**src/rtl/shift595_pkg.sv**
```systemverilog
// Shared types and default parameters for the 74HC595 chain driver.
package shift595_pkg;

  typedef enum logic [1:0] {
    IDLE  = 2'd0,
    LOAD  = 2'd1,
    SHIFT = 2'd2,
    LATCH = 2'd3
  } state_e;

  localparam int DEF_NUM_DEV   = 2;
  localparam int DEF_HALF_CNT  = 20;
  localparam int DEF_LATCH_CNT = 2;
  localparam int DEF_PWM_BITS  = 4;

endpackage

```
**src/rtl/shift595_oe.sv**
```systemverilog
// OE_N dimming: free-running PWM counter compared against brightness, held off until enabled.
module shift595_oe
  import shift595_pkg::*;
#(
  parameter int PWM_BITS = DEF_PWM_BITS
) (
  input  logic                clk,
  input  logic                rst_n,
  input  logic                en,
  input  logic [PWM_BITS-1:0] brightness,
  output logic                oe_n
);

  logic [PWM_BITS-1:0] cnt_q, cnt_d;

  always_comb begin
    cnt_d = cnt_q + 1'b1;  // natural wrap at 2^PWM_BITS-1
  end

  always_ff @(posedge clk or negedge rst_n) begin
    if (!rst_n) cnt_q <= '0;
    else        cnt_q <= cnt_d;
  end

  assign oe_n = !(en && (cnt_q < brightness));

endmodule

```
**src/rtl/shift595_chain.sv**
```systemverilog
// Serial driver for NUM_DEV daisy-chained 74HC595s with a one-entry frame buffer.
// Define SHIFT595_OE_PWM_EN to add the brightness port and PWM dimming of OE_N.
module shift595_chain
  import shift595_pkg::*;
#(
  parameter int NUM_DEV   = DEF_NUM_DEV,
  parameter int HALF_CNT  = DEF_HALF_CNT,
  parameter int LATCH_CNT = DEF_LATCH_CNT,
  parameter int PWM_BITS  = DEF_PWM_BITS
) (
  input  logic                 clk,
  input  logic                 rst_n,
  input  logic                 s_valid,
  output logic                 s_ready,
  input  logic [8*NUM_DEV-1:0] s_data,
  input  logic                 lsb_first,
`ifdef SHIFT595_OE_PWM_EN
  input  logic [PWM_BITS-1:0]  brightness,
`endif
  output logic                 SCLK,
  output logic                 RCLK,
  output logic                 DIO,
  output logic                 OE_N,
  output logic                 busy,
  output logic                 done
);

  localparam int W    = 8 * NUM_DEV;
  localparam int PH_W = $clog2(2 * HALF_CNT) + 1;
  localparam int BC_W = $clog2(W) + 1;
  localparam int LC_W = $clog2(LATCH_CNT) + 1;

  state_e            state_q, state_d;
  logic              pend_valid_q, pend_valid_d;
  logic [W-1:0]      pend_data_q, pend_data_d;
  logic              pend_lsb_q, pend_lsb_d;
  logic [W-1:0]      sreg_q, sreg_d;
  logic [BC_W-1:0]   bit_q, bit_d;
  logic [PH_W-1:0]   ph_q, ph_d;
  logic [LC_W-1:0]   lc_q, lc_d;
  logic              dio_q, dio_d;
  logic              sclk_q, sclk_d;
  logic              rclk_q, rclk_d;
  logic              busy_q, busy_d;
  logic              done_q, done_d;
  logic              rdy_q, rdy_d;
  logic              oe_en_q, oe_en_d;
  logic [W-1:0]      norm;
  logic              accept;

  always_comb begin
    state_d      = state_q;
    pend_valid_d = pend_valid_q;
    pend_data_d  = pend_data_q;
    pend_lsb_d   = pend_lsb_q;
    sreg_d       = sreg_q;
    bit_d        = bit_q;
    ph_d         = ph_q;
    lc_d         = lc_q;
    dio_d        = dio_q;
    done_d       = 1'b0;
    oe_en_d      = oe_en_q;

    // Frames are normalised to MSB-first so the shifter always sends sreg[W-1].
    for (int i = 0; i < W; i++)
      norm[i] = pend_lsb_q ? pend_data_q[W-1-i] : pend_data_q[i];

    accept = s_valid && rdy_q;
    if (accept) begin
      pend_valid_d = 1'b1;
      pend_data_d  = s_data;
      pend_lsb_d   = lsb_first;
    end

    case (state_q)
      IDLE: begin
        if (pend_valid_q || accept) state_d = LOAD;
      end
      LOAD: begin
        pend_valid_d = 1'b0;
        dio_d        = norm[W-1];
        sreg_d       = norm << 1;
        bit_d        = BC_W'(W - 1);
        ph_d         = '0;
        state_d      = SHIFT;
      end
      SHIFT: begin
        if (ph_q == PH_W'(2 * HALF_CNT - 1)) begin
          ph_d = '0;
          if (bit_q == '0) begin
            lc_d    = '0;
            state_d = LATCH;
          end else begin
            bit_d  = bit_q - 1'b1;
            dio_d  = sreg_q[W-1];
            sreg_d = sreg_q << 1;
          end
        end else begin
          ph_d = ph_q + 1'b1;
        end
      end
      LATCH: begin
        if (lc_q == LC_W'(LATCH_CNT - 1)) begin
          done_d  = 1'b1;
          oe_en_d = 1'b1;
          state_d = IDLE;
        end else begin
          lc_d = lc_q + 1'b1;
        end
      end
      default: state_d = IDLE;
    endcase

    // Outputs are registered copies of the next-state decode, so they are glitch-free.
    sclk_d = (state_d == SHIFT) && (ph_d >= PH_W'(HALF_CNT));
    rclk_d = (state_d == LATCH);
    busy_d = (state_d != IDLE);
    rdy_d  = !pend_valid_d;
  end

  always_ff @(posedge clk or negedge rst_n) begin
    if (!rst_n) begin
      state_q      <= IDLE;
      pend_valid_q <= 1'b0;
      pend_data_q  <= '0;
      pend_lsb_q   <= 1'b0;
      sreg_q       <= '0;
      bit_q        <= '0;
      ph_q         <= '0;
      lc_q         <= '0;
      dio_q        <= 1'b0;
      sclk_q       <= 1'b0;
      rclk_q       <= 1'b0;
      busy_q       <= 1'b0;
      done_q       <= 1'b0;
      rdy_q        <= 1'b0;
      oe_en_q      <= 1'b0;
    end else begin
      state_q      <= state_d;
      pend_valid_q <= pend_valid_d;
      pend_data_q  <= pend_data_d;
      pend_lsb_q   <= pend_lsb_d;
      sreg_q       <= sreg_d;
      bit_q        <= bit_d;
      ph_q         <= ph_d;
      lc_q         <= lc_d;
      dio_q        <= dio_d;
      sclk_q       <= sclk_d;
      rclk_q       <= rclk_d;
      busy_q       <= busy_d;
      done_q       <= done_d;
      rdy_q        <= rdy_d;
      oe_en_q      <= oe_en_d;
    end
  end

  assign SCLK    = sclk_q;
  assign RCLK    = rclk_q;
  assign DIO     = dio_q;
  assign busy    = busy_q;
  assign done    = done_q;
  assign s_ready = rdy_q;

`ifdef SHIFT595_OE_PWM_EN
  shift595_oe #(.PWM_BITS(PWM_BITS)) u_oe (
    .clk        (clk),
    .rst_n      (rst_n),
    .en         (oe_en_q),
    .brightness (brightness),
    .oe_n       (OE_N)
  );
`else
  assign OE_N = !oe_en_q;
`endif

endmodule
```
**config.mk**
```make
export PLATFORM = sky130hd
export DESIGN_NAME = shift595_chain
export DESIGN_NICKNAME = d
export VERILOG_FILES = /design/src/rtl/shift595_pkg.sv /design/src/rtl/shift595_oe.sv /design/src/rtl/shift595_chain.sv
export SDC_FILE = /design/constraint.sdc
export NUM_CORES = 1
export LEC_CHECK = 0
export CAP_MARGIN = 20
export CORE_ASPECT_RATIO = 1.1
export CORE_UTILIZATION = 40
export DETAILED_ROUTE_END_ITERATION = 8
export GPL_TIMING_DRIVEN = 0
export PLACE_DENSITY = 0.63
export SLEW_MARGIN = 10
export SYNTH_ARGS = -nofsm -noshare
export SYNTH_HDL_FRONTEND = slang
export SYNTH_SLANG_ARGS = --single-unit
```
**constraint.sdc**
```tcl
create_clock -name clk -period 2.7 [get_ports clk]
set_input_delay 0.27 -clock clk [delete_from_list [all_inputs] [get_ports clk]]
set_output_delay 0.27 -clock clk [all_outputs]
set_load 0.005 [all_outputs]
```
# Yosys cells after proc, flatten, opt, wreduce, memory -nomap -nowiden
# Cells that the tools add are included.
# W data, S select, Z words.
[word_totals] register_bits=57 latch_bits=0 ram_bits=0 mem_bits_ro=0 inputBits=20 out_inout_bits=7 elab_cells=83 n_memories=0
[op_classes] add_sub_neg=3 mul=0 n_div=0 order_cmp=1 n_eq_ne=11 shifts=0 muxes=40 n_bitwise=0 reduce_logical=13
[op_table] op="$mux W16" count=2
[op_table] op="$pmux W16 S2" count=1
[op_table] op="$mux W1" count=22
[op_table] op="$mux W2" count=7
[op_table] op="$pmux W7 S2" count=1
[op_table] op="$mux W5" count=2
[op_table] op="$pmux W5 S2" count=1
[op_table] op="$eq A2 B2 Y1 const B" count=4
[op_table] op="$ne A2 B2 Y1 const B" count=4
[op_table] op="$pmux W2 S4" count=1
[op_table] op="$add A7 B1 Y7 const B" count=1
[op_table] op="$eq A7 B6 Y1 const B" count=1
[op_table] op="$ge A7 B5 Y1 const B" count=1
[op_table] op="$mux W7" count=1
[op_table] op="$reduce_bool A2 Y1" count=3
[op_table] op="$logic_not A5 Y1" count=1
[op_table] op="$sub A5 B1 Y5 const B" count=1
[op_table] op="$eq A2 B1 Y1 const B" count=2
[op_table] op="$pmux W2 S2" count=1
[op_table] op="$reduce_and A4 Y1" count=1
[op_table] op="$reduce_and A3 Y1" count=1
[op_table] op="$add A2 B1 Y2 const B" count=1
[op_table] op="$logic_and A1 B1 Y1" count=2
[op_table] op="$logic_not A1 Y1" count=2
[op_table] op="other kinds (4)" count=4

# Logic depth before layout (Yosys ltp)
# Gate-level depths: netlist (run 1).
[depth] ltp_word=6 depth_mapped=9 depth_no_buf=7

# Worst setup path after synthesis (run 1)
# Ideal clock, no wire load.
[synth_timing] path_type="register to register" start="reg state_q[0]" end="reg sreg_q[5]" setup_time_ns=0.138 arrival_ns=1.938 required_time_ns=2.562 setup_slack_ns=0.625 stages_incl_launch_ff=8 n_path_buf=1 period_less_slack_ns=2.075 path_cell_list="dfrtp_1 inv_1 ha_1 clkbuf_1 a21boi_0 or3b_1 o22ai_1 a31oi_1"
[synth_between] elab_chain_len=3 elab_cells_between_ends=7 cone_classes="eq/ne: 4; mux: 1; reduce/logical: 2"
[synth_lines] element="start: declaration" line="shift595_chain.sv:33" source="state_e state_q, state_d;"
[synth_lines] element="start signal: assignment" line="shift595_chain.sv:139" source="state_q <= state_d;"
[synth_lines] element="$eq A2 B2 Y1 or $eq A2 B1 Y1 (tied branches)" line="shift595_chain.sv:75" source="case (state_q)"
[synth_lines] element="$ne A2 B2 Y1 (no line) or $reduce_bool A2 Y1 (tied branches)"
[synth_lines] element="$reduce_and A3 Y1 (no line)"
[synth_lines] element="end signal: assignment" line="shift595_chain.sv:143" source="sreg_q <= sreg_d;"
[synth_lines] element="end: declaration" line="shift595_chain.sv:37" source="logic [W-1:0] sreg_q, sreg_d;"
# Several ways; a longest one is shown, not always the timed one.
# A chain may end at the register's enable or synchronous reset.

# Worst setup path in the final report (run 1)
[layout_timing] start="reg state_q[1]" end="reg sreg_q[13]"
# The elaborated chain is that of the path after synthesis.

==> results of run 1 <==
==> logic make-up after synthesis <==
logic type / count (synthesis) / share of synthesized area [%]
AND/OR/NAND/NOR: 78 / 14.30
AO/OA/AOI/OAI: 56 / 16.39
flip-flops: 56 / 50.84
buffers and inverters: 27 / 4.584
multiplexers: 20 / 8.034
adder cells (fa/ha/maj): 8 / 3.632
XOR/XNOR: 7 / 2.224
==> per-layer routing <==
layer / GRT usage, % / vias to the layer above
met2: 29.34 / 25
met5: 0 / -
met3: 2.449 / 8
met4: 5.844 / 0
li1: - / 947
met1: 19.84 / 928
==> cell usage in the layout, fill, tap and decap left out, types with 2 or more instances in the layout <==
| cell type | n |
|---|---|
| dfrtp_1 | 56 |
| nor2_1 | 31 |
| clkdlybuf4s50_1 | 25 |
| a211oi_1 | 18 |
| mux2_2 | 17 |
| inv_1 | 14 |
| nor2b_1 | 14 |
| clkbuf_1 | 9 |
| o21ai_0 | 9 |
| nand2_1 | 9 |
| a211oi_2 | 8 |
| ha_1 | 8 |
| a21oi_1 | 6 |
| nand3_1 | 5 |
| xor2_1 | 5 |
| clkbuf_8 | 5 |
| nand4_1 | 4 |
| and2_1 | 4 |
| o22ai_1 | 3 |
| or2_2 | 3 |
| mux2i_1 | 3 |
| xnor2_1 | 2 |
| a31oi_1 | 2 |
==> cell type report <==
cell class / count / area, µm² / share of cell area, %
buffer: 13 / 75.07 / 2.349
sequential: 56 / 1401 / 43.85
inverter: 14 / 52.55 / 1.644
clock inverter: 1 / 5.005 / 0.1566
multi-input combinational: 169 / 1229 / 38.45
clock buffer: 6 / 72.57 / 2.271
timing repair buffer: 26 / 257.7 / 8.066
tap: 82 / 102.6 / 3.211
==> sequential cells by signal (all words and copies together) (netlist names) <==
register,cells
pend_data_q,16
sreg_q,15
ph_q,7
bit_q,5
lc_q,2
state_q,2
DIO,1
RCLK,1
SCLK,1
busy,1
done,1
oe_en_q,1
pend_lsb_q,1
pend_valid_q,1
s_ready,1
==> final timing paths <==
path / startpoint / endpoint / slack, ps / cells after the start
setup / recovery: state_q[1]$_DFF_PN0_ / sreg_q[13]$_DFFE_PN0P_ / 270 / 8
hold / removal: rst_n / lc_q[0]$_DFFE_PN0P_ / 7 / 1
setup reg to reg: state_q[1]$_DFF_PN0_ / sreg_q[13]$_DFFE_PN0P_ / 270 / 8
hold reg to reg: oe_en_q$_DFFE_PN0P_ / oe_en_q$_DFFE_PN0P_ / 480 / 1
max in group asynchronous: rst_n / pend_data_q[12]$_DFFE_PN0P_ / 2220 / 1
min in group clk: oe_en_q$_DFFE_PN0P_ / oe_en_q$_DFFE_PN0P_ / 480 / 1
==> stage by stage <==
stage	hold WS, ps	util [%]	power, µW	cells	area (µm²)
floorplan	-25.59	-	1237	252	2756
global placement	448.4	47.03	1328	360	3119
detailed placement	372.0	46.99	1344	360	3117
CTS	32.84	48.16	1781	367	3194
global route	50.91	48.18	1851	367	3196
finish	7.248	48.18	1758	367	3196
==> report_power, final <==
part           switching [µW]  leakage (µW)  internal [µW]
clock                     260     0.0000410            177
combinational             131      0.000588            170
sequential               74.8      0.000708            945
==> critical path, cell delays in order, from the launching register on <==
cell	delay, ps
dfrtp_1	430
inv_1	90
ha_1	270
clkbuf_1	290
a21boi_1	460
nand2_1	260
buf_2	280
nor2_1	140
a211oi_2	80
==> flow_summary.json, run 1 <==
{
  "status": "complete, no violations",
  "async_reset_ff_share_pct": 100.0,
  "rsz0062_at_grt": "false",
  "syn2layout_area_growth_pct": 15.93,
  "synth.distinct_cells": 42,
  "cp.arrival_ps": 2590,
  "crit_fanout": 10,
  "ant_nets": 0,
  "syn-mean-instance-area_um2": 10.94,
  "initial_core_util_pct": 41.56,
  "synth_seq_cells": 56,
  "num-fill-cells": 649,
  "criticalPathCategory": "reg -> reg",
  "cts_resized": 0,
  "die_height_um": 89.07,
  "routed_wl_um": 5036,
  "p_leak_uw": 0.001337,
  "post-place-ws_ps": 120.5,
  "grt_pass1_wl_um": 8963,
  "powerDensity_nw_per_um2": 550.0,
  "slew_headroom_pct": 52.86,
  "cts_buffers": 5,
  "grt_antenna_before_repair": 0,
  "cp-start-kind": "register",
  "slew_violations": 0,
  "wl_met1_um": 2283,
  "place_congestion": 0.7728,
  "synth_edf_count": 0,
  "wl_met3_um": 102,
  "cts_sinks": 56,
  "viasPerCell": 5.199,
  "dp.final_hpwl_um": 3646,
  "hold_viol_final": 0,
  "peakVddDrop_uv": 369.5,
  "clockBufferDepth": 2,
  "synthCells": 252,
  "cts_setup_buffers": 0,
  "grt_use_total_pct": 16.35,
  "yosys.area.top_type": "dfrtp_1",
  "io_pins": 27,
  "root_buffer": "clkbuf_8",
  "min_period_ps": 2432,
  "seq_area_frac_synth_pct": 50.84,
  "vias": 1908,
  "route.detailed.drc": 0,
  "grt_overflow": 0,
  "ys.flop_type": "dfrtp_1",
  "fin_crit_sh_pct": 90.09,
  "cts_tree": "done",
  "finalSetupTns_ps": 0,
  "worst_pin_slew_ps": 707.1,
  "clkSlewWorstSetupHoldPaths_ps": 100,
  "setup_viol": 0,
  "yosysMostFrequentCell": "dfrtp_1",
  "dr_wl_met2_um": 2573,
  "post_drt_wl_per_cell_um": 13.72,
  "drt_iter0_drc": 68,
  "required_ps": 2860,
  "drive_gt1_share_pct": 15.44,
  "synth_nets": 280,
  "grt_pass1_vias": 1912,
  "highest_layer": "met4",
  "finalClockSkew_ps": 5.413,
  "cts_max_level": 2,
  "fmax_mhz": 411.1,
  "ys_top_cells_by_count": "dfrtp_1, nor2_1, a211oi_1, mux2_2",
  "io_buffers": 26,
  "synth_top_area_share_pct": 50.84,
  "die_width_um": 81.15,
  "clk_latency_ps": 310,
  "dieArea_um2": 7228,
  "synthTopCellsByArea": "dfrtp_1, mux2_2, a211oi_1",
  "row_count": 31,
  "hold_path_class": "in -> async",
  "max_cap_viol_count": 0,
  "yosysWarnings": 0,
  "antenna-diode-count": 0,
  "cts_hold_buf": 0,
  "grt_max_degree": 57,
  "syn-cell-area_um2": 2756,
  "dr.pass1.iters": 4,
  "core_um2": 6633,
  "fin_nets": 313,
  "cp-end-kind": "register",
  "setup_slack_ps": 267.6
}
Power figures use the tool's default switching activity.
==> inputs of run 2 (changes only) <==
CORE_UTILIZATION = 35   (was 40)
CTS_CLUSTER_DIAMETER = 40   (was not set)
GPL_ROUTABILITY_DRIVEN = 0   (was not set)
PLACE_DENSITY = 0.57   (was 0.63)
==> run 2 against run 1 <==
  * The run now ends with hold timing left
  * Critical path depth stayed put
  * First-iteration DRC count is 2.9% lower
  * Via count is 0.89% lower
  * Register-to-register slack worse by 20 ps
  * Clock-buffer cell count is 1 lower
  * Non-clock buffer count stayed put
  * Combinational power hardly changed
  * Design area is 2.1% higher
  * Wire length is 4.6% higher
  * Critical path type unchanged
==> flow_summary.json, run 2 (synthesis results as in run 1) <==
{
  "status": "finished with violations",
  "violations": "hold timing",
  "hold_viol_final": 22,
  "initial_core_util_pct": 36.48,
  "hold_path_class": "in -> async",
  "pwr-share-clk_pct": 30.4,
  "routed_wl_um": 5267,
  "path_cells": "inv_1, ha_1, clkbuf_1, inv_1, nand2_1, clkbuf_2, a211oi_1, a211oi_2",
  "ant_nets": 0,
  "powerDensity_nw_per_um2": 582.2,
  "switching_share_pct": 26.47,
  "min_period_ps": 2455,
  "mostFrequentLayoutCells": "dfrtp_1, nor2_1, clkdlybuf4s50_1, a211oi_1, mux2_2",
  "fin_hold_ws_ps": -15.31,
  "grt_use_total_pct": 14.38,
  "finalClockSkew_ps": 8.321,
  "setup_slack_ps": 244.8,
  "die_width_um": 86.62,
  "fmax_mhz": 407.3,
  "crit_slowest_cell": "dfrtp_1",
  "criticalPathCategory": "reg -> reg",
  "finalSetupTns_ps": 0,
  "fin_nets": 313,
  "post_drt_wl_per_cell_um": 13.47,
  "cts_max_level": 2,
  "dp.final_hpwl_um": 3791,
  "drt_iter0_drc": 66,
  "reg_top3": "pend_data_q x16, sreg_q x15, ph_q x7",
  "core_um2": 7556,
  "fin_crit_sh_pct": 90.93,
  "combPwrFrac_pct": 15.9,
  "largest_reg_flops": 16,
  "grt_overflow": 0,
  "switching_power_uw": 502.7,
  "dpl-instance-area_um2": 3146,
  "rsz0062_at_grt": "false",
  "largest_register": "pend_data_q",
  "setup_viol": 0,
  "max_cap_viol_count": 0,
  "cts_hold_buf": 0,
  "cp-end-kind": "register",
  "crit_fanout": 10,
  "cts_tree": "done",
  "p_leak_uw": 0.001356,
  "slew_headroom_pct": 53.79,
  "io_pins": 27,
  "cp.arrival_ps": 2700,
  "cp-start-kind": "register",
  "die_height_um": 95.08,
  "grt_pass1_wl_um": 9142,
  "cts_sinks": 56,
  "clockBufferDepth": 2,
  "route.detailed.drc": 0,
  "grt_pass1_vias": 1913,
  "io_buffers": 26,
  "cp_common_cell": "inv_1",
  "required_ps": 2940,
  "drive_gt1_share_pct": 16.08,
  "cts_buffers": 5,
  "antenna-diode-count": 0,
  "vias": 1891,
  "dr.pass1.iters": 4,
  "final_common_cell": "dfrtp_1",
  "clkSlewWorstSetupHoldPaths_ps": 110,
  "slew_violations": 0,
  "peakVddDrop_uv": 417.2,
  "syn2layout_area_growth_pct": 18.34,
  "post-place-ws_ps": 99.10,
  "fin_util_pct": 43.17,
  "dieArea_um2": 8235,
  "worst_pin_slew_ps": 693.1,
  "grt_max_degree": 57,
  "stdcell_area_um2": 3262,
  "clk_latency_ps": 320,
  "viasPerCell": 4.836,
  "row_count": 33,
  "power_frac_seq_pct": 53.7,
  "cellInternalPower_uw": 1396,
  "critPathMaxStageDelay_ps": 430,
  "grt_antenna_before_repair": 0,
  "root_buffer": "clkbuf_8"
}
## run 2: path summary, 6_finish.rpt
path	start	to	slack, ps	cells past startpoint
worst min register to register	oe_en_q$_DFFE_PN0P_	oe_en_q$_DFFE_PN0P_	480	1
worst max-delay path	state_q[0]$_DFF_PN0_	sreg_q[9]$_DFFE_PN0P_	240	8
min in group clk	oe_en_q$_DFFE_PN0P_	oe_en_q$_DFFE_PN0P_	480	1
worst min-delay path	rst_n	pend_data_q[15]$_DFFE_PN0P_	-20	1
worst max register to register	state_q[0]$_DFF_PN0_	sreg_q[9]$_DFFE_PN0P_	240	8
max in group asynchronous	rst_n	ph_q[6]$_DFF_PN0_	2250	1
## run 2: timing repair
action                     4_1_cts  5_1_grt
setup endpoints to repair        0        8
resized for setup                0        3
setup buffers                    0        0
## run 2: area by class of cell
class,count,area (µm²)
Clock buffer,5,68.82
Multi-Input combinational cell,169,1229
Timing Repair Buffer,26,257.7
Fill cell,740,4294
Clock inverter,3,46.29
Tap cell,105,131.4
Inverter,14,52.55
Buffer,13,75.07
Sequential cell,56,1401
## run 2: power groups by stage
stage	Clock (µW)	Combinational, µW	Sequential [µW]
final	577	302	1020
after global routing	622	338	1040
after CTS	594	309	1020
after detailed placement	0	309	1040
after global placement	0	298	1030
after floorplan	0	224	1010
## run 2: critical path: cells and delay by family (launching register included)
family	cells	cell delay (ps)
flip-flops	1	430
buffers and inverters	4	1080
adder cells (fa/ha/maj)	1	260
AO/OA/AOI/OAI	2	270
AND/OR/NAND/NOR	1	340
## run 2: through the flow
step,instances,total power (µW)
finish,391,1899
CTS,391,1925
global route,391,1999
global placement,383,1332
detailed placement,383,1348
floorplan,252,1237
## run 2: metal layers
metal / up-vias / track usage [%] / routed length, µm
met5: - / 0 / 0
met4: 0 / 3.333 / 56
met3: 5 / 3.463 / 127
met2: 28 / 24.47 / 2636
met1: 909 / 18.52 / 2446
li1: 949 / - / -
==> inputs of run 3 (changes only) <==
CORE_UTILIZATION = 36   (was 35)
PLACE_DENSITY = 0.59   (was 0.57)
SKIP_LAST_GASP = 1   (was not set)
==> run 3 against run 2 <==
  * Critical path depth is the same
  * Sequential share of layout area grew 0.75 points
  * Wire length shrank 1.8%
  * The run now ends clean
  * Register-to-register slack gained 40 ps
  * Critical endpoint unchanged
  * Sequential cell count is the same
  * Clock-buffer cell count is the same
  * Cell count shrank 4.9%
  * Maximum frequency grew 1.7%
==> flow_summary.json, run 3 (synthesis results as in run 1) <==
{
  "dieArea_um2": 8011,
  "p_leak_uw": 0.001336,
  "use_met2_pct": 24.40,
  "mostFrequentLayoutCells": "dfrtp_1, nor2_1, clkdlybuf4s50_1, a211oi_1, mux2_2",
  "viasPerCell": 5.124,
  "die_width_um": 85.43,
  "pwr-share-clk_pct": 25.4,
  "peakVddDrop_uv": 381.1,
  "criticalPathCategory": "reg -> reg",
  "rsz0062_at_grt": "false",
  "rrSetupSlack_ps": 290,
  "cellInternalPower_uw": 1291,
  "use_met3_pct": 3.339,
  "io_buffers": 26,
  "route.detailed.drc": 0,
  "power_frac_seq_pct": 57.3,
  "total_power_uw": 1776,
  "cp.arrival_ps": 2640,
  "worst_pin_slew_ps": 710.7,
  "root_buffer": "clkbuf_8",
  "finalClockSkew_ps": 5.703,
  "grt_max_degree": 57,
  "dp.cells": 365,
  "cts_setup_buffers": 0,
  "grt_antenna_before_repair": 0,
  "cts_tree": "done",
  "cts_hold_buf": 0,
  "powerDensity_nw_per_um2": 554.1,
  "post_drt_wl_per_cell_um": 13.90,
  "cts_max_level": 2,
  "min_period_ps": 2413,
  "fin_nets": 313,
  "syn2layout_area_growth_pct": 16.30,
  "hold_path_class": "in -> async",
  "io_pins": 27,
  "max_cap_viol_count": 0,
  "cp-end-kind": "register",
  "drive_gt1_share_pct": 15.79,
  "required_ps": 2930,
  "final-seq-area_um2": 1401,
  "hold_viol_final": 0,
  "drt_iter0_drc": 75,
  "grt_pass1_wl_um": 9328,
  "grt_pass1_vias": 1921,
  "grt-busiest-layer": "met2",
  "reg_top3": "pend_data_q x16, sreg_q x15, ph_q x7",
  "routed_wl_um": 5170,
  "slew_headroom_pct": 52.62,
  "cts_resized": 0,
  "clockBufferDepth": 2,
  "clkSlewWorstSetupHoldPaths_ps": 100,
  "clk_latency_ps": 310,
  "grt_overflow": 0,
  "use_met1_pct": 19.22,
  "switching_power_uw": 484.8,
  "grt_use_total_pct": 14.67,
  "die_height_um": 93.78,
  "reg2regPathDepth": 8,
  "fin_crit_sh_pct": 89.38,
  "ant_nets": 0,
  "vias": 1906,
  "r2r-end": "sreg_q[9]$_DFFE_PN0P_",
  "dr.pass1.iters": 4,
  "setup_viol": 0,
  "stdcell_count": 372,
  "final_common_cell": "dfrtp_1",
  "switching_share_pct": 27.29,
  "core_um2": 7432,
  "multiInputGateArea_um2": 1229,
  "largest_reg_flops": 16,
  "initial_core_util_pct": 37.09,
  "row_count": 33,
  "cp-start-kind": "register",
  "status": "complete, no violations",
  "slew_violations": 0,
  "num-fill-cells": 728,
  "largest_register": "pend_data_q",
  "antenna-diode-count": 0,
  "cts_buffers": 5,
  "cts_sinks": 56,
  "fmax_mhz": 414.4,
  "crit_fanout": 10,
  "timing.rr.start": "state_q[0]$_DFF_PN0_",
  "combPwrFrac_pct": 17.2,
  "dp.final_hpwl_um": 3748,
  "finalSetupTns_ps": 0
}
==> run 3: metal layers <==
metal | routed length (µm) | vias to the layer above | share of wire, %
li1 | - | 946 | -
met2 | 2573 | 27 | 50
met1 | 2416 | 928 | 47
met4 | 57 | 0 | 1.1
met3 | 123 | 5 | 2.4
met5 | 0 | - | 0
==> run 3: through the flow <==
stage | hold WS, ps | setup slack (ps) | instance area (µm²) | util [%]
floorplan | -25.59 | 624.5 | 2756 | -
global placement | 451.7 | -456.2 | 3126 | 42.05
detailed placement | 377.3 | 102.7 | 3123 | 42.02
CTS | 33.08 | 77.35 | 3204 | 43.11
global route | 61.56 | 17.34 | 3206 | 43.13
finish | 5.575 | 286.7 | 3206 | 43.13
==> run 3: power by group through the flow <==
stage | sequential (µW) | combinational [µW] | clock (µW)
floorplan | 1010 | 224 | 0
global placement | 1030 | 301 | 0
detailed placement | 1040 | 314 | 0
CTS | 1020 | 315 | 470
global route | 1040 | 342 | 498
finish | 1020 | 306 | 452
==> run 3: critical path, cell delays in order, from the launching register on <==
cell	delay, ps
dfrtp_1	430
inv_1	90
ha_1	250
clkbuf_1	400
inv_1	240
nand2_1	310
clkbuf_2	330
a211oi_1	110
a211oi_2	170
==> run 3: worst max path at each step <==
stage,startpoint,to,cells after the start
after floorplan,state_q[0]$_DFF_PN0_,sreg_q[5]$_DFFE_PN0P_,7
after global placement,rst_n,done$_DFF_PN0_,1
after detailed placement,state_q[0]$_DFF_PN0_,sreg_q[9]$_DFFE_PN0P_,8
after CTS,state_q[0]$_DFF_PN0_,sreg_q[9]$_DFFE_PN0P_,8
after global routing,state_q[0]$_DFF_PN0_,sreg_q[13]$_DFFE_PN0P_,8
final,state_q[0]$_DFF_PN0_,sreg_q[9]$_DFFE_PN0P_,8
==> run 3: area by class of cell <==
cell class / instances / area share [%]
Sequential cell: 56 / 43.72
Multi-Input combinational cell: 169 / 38.33
Timing Repair Buffer: 26 / 8.041
Tap cell: 87 / 3.396
Buffer: 13 / 2.342
Clock buffer: 5 / 2.147
Inverter: 14 / 1.639
Clock inverter: 2 / 0.3903
